--- src/rtl/psum_accumulator.sv ---
// psum_accumulator: accumulates cfg_len MAC beats per psum, narrows each sum and buffers it in a FIFO.
// Define PSUM_SAT_EN to make the accumulator and the narrowing saturate; by default both wrap.
module psum_accumulator #(
  parameter int IN_BITWIDTH  = 16,
  parameter int OUT_BITWIDTH = 32,
  parameter int LEN_W        = 8,
  parameter int OUT_SHIFT    = 0,
  parameter int FIFO_DEPTH   = 4
) (
  input  logic                    clk,
  input  logic                    reset,
  input  logic                    start,
  input  logic [LEN_W-1:0]        cfg_len,
  input  logic [LEN_W-1:0]        cfg_num,
  input  logic [OUT_BITWIDTH-1:0] mac_out,
  input  logic                    mac_valid,
  output logic                    mac_ready,
  output logic [IN_BITWIDTH-1:0]  psum_out,
  output logic                    psum_valid,
  input  logic                    psum_ready,
  output logic                    busy,
  output logic                    done
);
  localparam int AW = $clog2(FIFO_DEPTH);
  typedef enum logic {IDLE, ACCUM} state_t;
  state_t state, state_next;
  logic [LEN_W-1:0] len_q, num_q, beat_cnt, psum_cnt;
  logic [OUT_BITWIDTH-1:0] acc, acc_next;
  logic [IN_BITWIDTH-1:0] psum_n;
  logic [IN_BITWIDTH-1:0] mem [FIFO_DEPTH];
  logic [AW-1:0] wr_ptr, rd_ptr;
  logic [AW:0] count;
  logic done_zero, launch, accept, last_beat, last_psum, push, pop, full;

  assign launch     = state == IDLE && start && cfg_num != '0;
  assign full       = count == (AW+1)'(FIFO_DEPTH);
  assign mac_ready  = state == ACCUM && !full;
  assign accept     = mac_valid && mac_ready;
  assign last_beat  = beat_cnt == len_q - LEN_W'(1);
  assign last_psum  = psum_cnt == num_q - LEN_W'(1);
  assign push       = accept && last_beat;
  assign psum_valid = count != '0;
  assign pop        = psum_ready && psum_valid;
  assign psum_out   = psum_valid ? mem[rd_ptr] : '0;
  assign busy       = state == ACCUM;
  assign done       = done_zero || (push && last_psum);

`ifdef PSUM_SAT_EN
  logic [OUT_BITWIDTH:0] sum;
  logic [OUT_BITWIDTH-1:0] v;
  assign sum      = {1'b0, acc} + {1'b0, mac_out};
  assign acc_next = sum[OUT_BITWIDTH] ? '1 : sum[OUT_BITWIDTH-1:0];
  assign v        = acc_next >> OUT_SHIFT;
  assign psum_n   = (v >> IN_BITWIDTH) != '0 ? '1 : v[IN_BITWIDTH-1:0];
`else
  assign acc_next = acc + mac_out;
  assign psum_n   = IN_BITWIDTH'(acc_next >> OUT_SHIFT);
`endif

  always_comb begin
    state_next = state;
    state_next = launch ? ACCUM : (push && last_psum) ? IDLE : state;
  end

  always_ff @(posedge clk or negedge reset) begin
    if (!reset) begin
      state     <= IDLE;
      len_q     <= '0;
      num_q     <= '0;
      acc       <= '0;
      beat_cnt  <= '0;
      psum_cnt  <= '0;
      done_zero <= 1'b0;
      wr_ptr    <= '0;
      rd_ptr    <= '0;
      count     <= '0;
    end else begin
      state     <= state_next;
      done_zero <= state == IDLE && start && cfg_num == '0;
      if (launch) begin
        len_q    <= cfg_len == '0 ? LEN_W'(1) : cfg_len;
        num_q    <= cfg_num;
        acc      <= '0;
        beat_cnt <= '0;
        psum_cnt <= '0;
      end else if (accept) begin
        acc      <= last_beat ? '0 : acc_next;
        beat_cnt <= last_beat ? '0 : beat_cnt + 1'b1;
        psum_cnt <= last_beat ? psum_cnt + 1'b1 : psum_cnt;
      end
      wr_ptr <= push ? wr_ptr + 1'b1 : wr_ptr;
      rd_ptr <= pop ? rd_ptr + 1'b1 : rd_ptr;
      count  <= count + (AW+1)'(push) - (AW+1)'(pop);
    end
  end

  // storage is not reset: count gates visibility of stale entries
  always_ff @(posedge clk) begin
    if (push) mem[wr_ptr] <= psum_n;
  end
endmodule

--- config.mk ---
export PLATFORM = sky130hd
export DESIGN_NAME = psum_accumulator
export DESIGN_NICKNAME = d
export VERILOG_FILES = /design/src/rtl/psum_accumulator.sv
export SDC_FILE = /design/constraint.sdc
export NUM_CORES = 1
export LEC_CHECK = 0
export BUFFER_PORTS_ARGS = -buffer_cell sky130_fd_sc_hd__buf_2
export CORE_MARGIN = 3
export CORE_UTILIZATION = 55
export CTS_BUF_LIST = sky130_fd_sc_hd__clkbuf_16
export DETAILED_ROUTE_END_ITERATION = 10
export GPL_ROUTABILITY_DRIVEN = 0
export PLACE_DENSITY = 0.85
export SYNTH_ARGS = -nofsm -noshare
export SYNTH_HDL_FRONTEND = slang
export SYNTH_SLANG_ARGS = --single-unit
--- constraint.sdc ---
create_clock -name clk -period 8.2 [get_ports clk]
set_clock_uncertainty 0.1 [all_clocks]
set_input_delay 0.82 -clock clk [delete_from_list [all_inputs] [get_ports clk]]
set_output_delay 0.82 -clock clk [all_outputs]
set_load 0.01 [all_outputs]
==> run metrics <==
outcome=completed; WHS Path Cells=1; clock sink total=121; total wire length=12,800 um; leakage=0.00281 uW; Min-Delay Endpoint=acc[15]; R2R Path Start=len_q[2]; first-pass GRT wire length=20,800 um; Total Routing Usage GR=0.217; Final Max Tran Viols=0; Required @ worst endpoint=7.28 ns; Crit path arrival time=3.18 ns; DR vias=4,039; Initial Utilization=0.575; Post-route DRC=0; Yosys top cell by area=edfxtp_1; grt ovf=0; I/O pin cnt=73; share of layout cells above drive strength 1=0.232; vias in the first global route=4,187; pin count of the biggest net entering global routing=58; mean post-synth cell area=13.1 um^2; P per Cell Area=376 nW/um^2; Synth top area share=0.320; antenna violations before repair=0; Synth Flop Type=edfxtp_1; Clock Latency Late Sink=0.41 ns; hold_buf cts=0; total power=2630 uW; worst reg-to-reg setup slack=4.28 ns; Nets=602; Clock Tree Buf Depth=2; CP Capture Type=output port; Site Rows=37; number of synthesized flops with an enable pin=64; clock-pin slew on the worst setup and hold paths=0.06 ns; most common cell after layout, fill and taps aside=edfxtp_1; worst-case reg-to-reg path depth=12; die area=12,200 um^2; Slew Limit Headroom=0.295; Root Driver=clkbuf_16; Post-Place Worst Slack=4.26 ns; first-pass detailed-route iteration total=5; DRT iter0 DRCs=448; Post-Syn Nets=540; register area share after synthesis=0.557; Total Neg Setup Slack=0 ns; Post-CTS Setup Bufs=0; Worst Min Path Start=acc[15]; fillers=740; unrepaired setup endpoints after global routing=no; total CTS buffers=17; TritonCTS clock tree=built; most frequent cells in the layout=edfxtp_1 (64), dfrtp_1 (57), buf_2 (56); synth top area cells=edfxtp_1 (32%), dfrtp_1 (24%), mux4_2 (6.0%), ha_1 (5.2%), xnor2_1 (4.5%); detail-routed via count per cell=6.03; Mapped Cells=460; register area=3350 um^2; port buffer count=56; Die H=111 um; multi-input logic area=2540 um^2; Synth cell types=56; Core ar.=10,500 um^2; cell area after placement=6420 um^2; Layout area overhead=16.3%; r2r endpoint=count[2]; hpwl dp=8090 um; Resize count post-CTS=0; fin crit period=4.10 ns; setup ws final=4.10 ns; H-tree depth=4; Final ANT Viol Nets=0; Mapped Area=6010 um^2; Max Fclk=0.244 GHz; startpoint types=flip-flop; crit-path max FO=12; max cap viols=0; Final setup violation count=0; Routed WL per cell=19.0 um; number of inserted diodes=0; Die Span X=111 um; Tcrit/Tclk final=0.500; final hold vios=0; pin slew with the least headroom to its limit=1.06 ns; FF+latch count, synth=121; Synth warnings=0; FFs w/ async S/R, synth=0.471; VDD IR-drop max=0.171 mV; WS Path Type=reg -> out; Hold Path Class=reg -> reg; Design Area, Final=7000 um^2
## sequential cells by signal, summed over array words and instances, names as in the netlist
signal	flops
len_q	8
count	3
num_q	8
done_zero	1
rd_ptr	2
beat_cnt	8
busy	1
acc	16
psum_cnt	8
mem	64
wr_ptr	2
## cell families after synthesis
family          after synthesis  synth area share
compound gates               88             0.104
xor+xnor                     47            0.0685
fa+ha+maj                    27            0.0587
buf+inv                      32            0.0214
flops                       121             0.557
mux                          33            0.0911
simple gates                112            0.0995
## area by class of cell
cell class | count | share of cell area
inverter | 16 | 0.00859
sequential | 121 | 0.479
clock inverter | 14 | 0.0215
multi-input combinational | 307 | 0.363
timing repair buffer | 59 | 0.0433
clock buffer | 17 | 0.0608
tap | 136 | 0.0243
## power breakdown
| group | total, uW | switching [uW] | leakage (uW) | internal [uW] |
|---|---|---|---|---|
| sequential | 978 | 138 | 0.00128 | 841 |
| clock | 724 | 277 | 0.000277 | 446 |
| combinational | 929 | 502 | 0.00125 | 427 |
| total | 2630 | 917 | 0.00281 | 1710 |
## Yosys cell counts, drive strengths merged, types with 8 or more instances
| master | n |
|---|---|
| and2 | 18 |
| ha | 25 |
| a21oi | 16 |
| a22o | 17 |
| xnor2 | 31 |
| o21ai | 18 |
| edfxtp | 64 |
| xor2 | 16 |
| dfrtp | 57 |
| nand3 | 8 |
| and3 | 8 |
| nor2 | 26 |
| mux4 | 16 |
| nand2 | 19 |
| clkbuf | 13 |
| mux2 | 14 |
| inv | 16 |
## stage by stage
stage | utilization | hold slack [ns] | cells
6_report | 0.669 | 0.411 | 670
5_1_grt | 0.669 | 0.419 | 670
4_1_cts | 0.669 | 0.412 | 670
3_5_place_dp | 0.614 | 0.398 | 639
3_3_place_gp | 0.614 | 0.379 | 639
2_1_floorplan | - | 0.371 | 460
## worst max-delay path, cell delays in order (launching register included)
cell and delay [ns]:
dfrtp_1 0.46, or3_1 0.41, or3_1 0.39, a22o_1 0.27, a211oi_4 0.35, and2_1 0.47, nand3_1 0.18, nand2b_1 0.11
buf_2 0.13
## worst max path at each step
stage,endpoint,from,depth (start not counted)
floorplan,count[2],len_q[2],14
detailed placement,count[2],len_q[2],12
global route,done,len_q[2],8
finish,done,len_q[2],8
global placement,count[2],len_q[2],12
CTS,done,len_q[2],8
## layer usage
layer	routed length (um)	vias to the layer above	global-route usage
met5	0	-	0
met4	328	0	0.100
met3	704	38	0.0499
met2	6500	160	0.362
met1	5230	1990	0.270
li1	-	1851	-
Note: power is estimated with default switching activity, not from simulation.
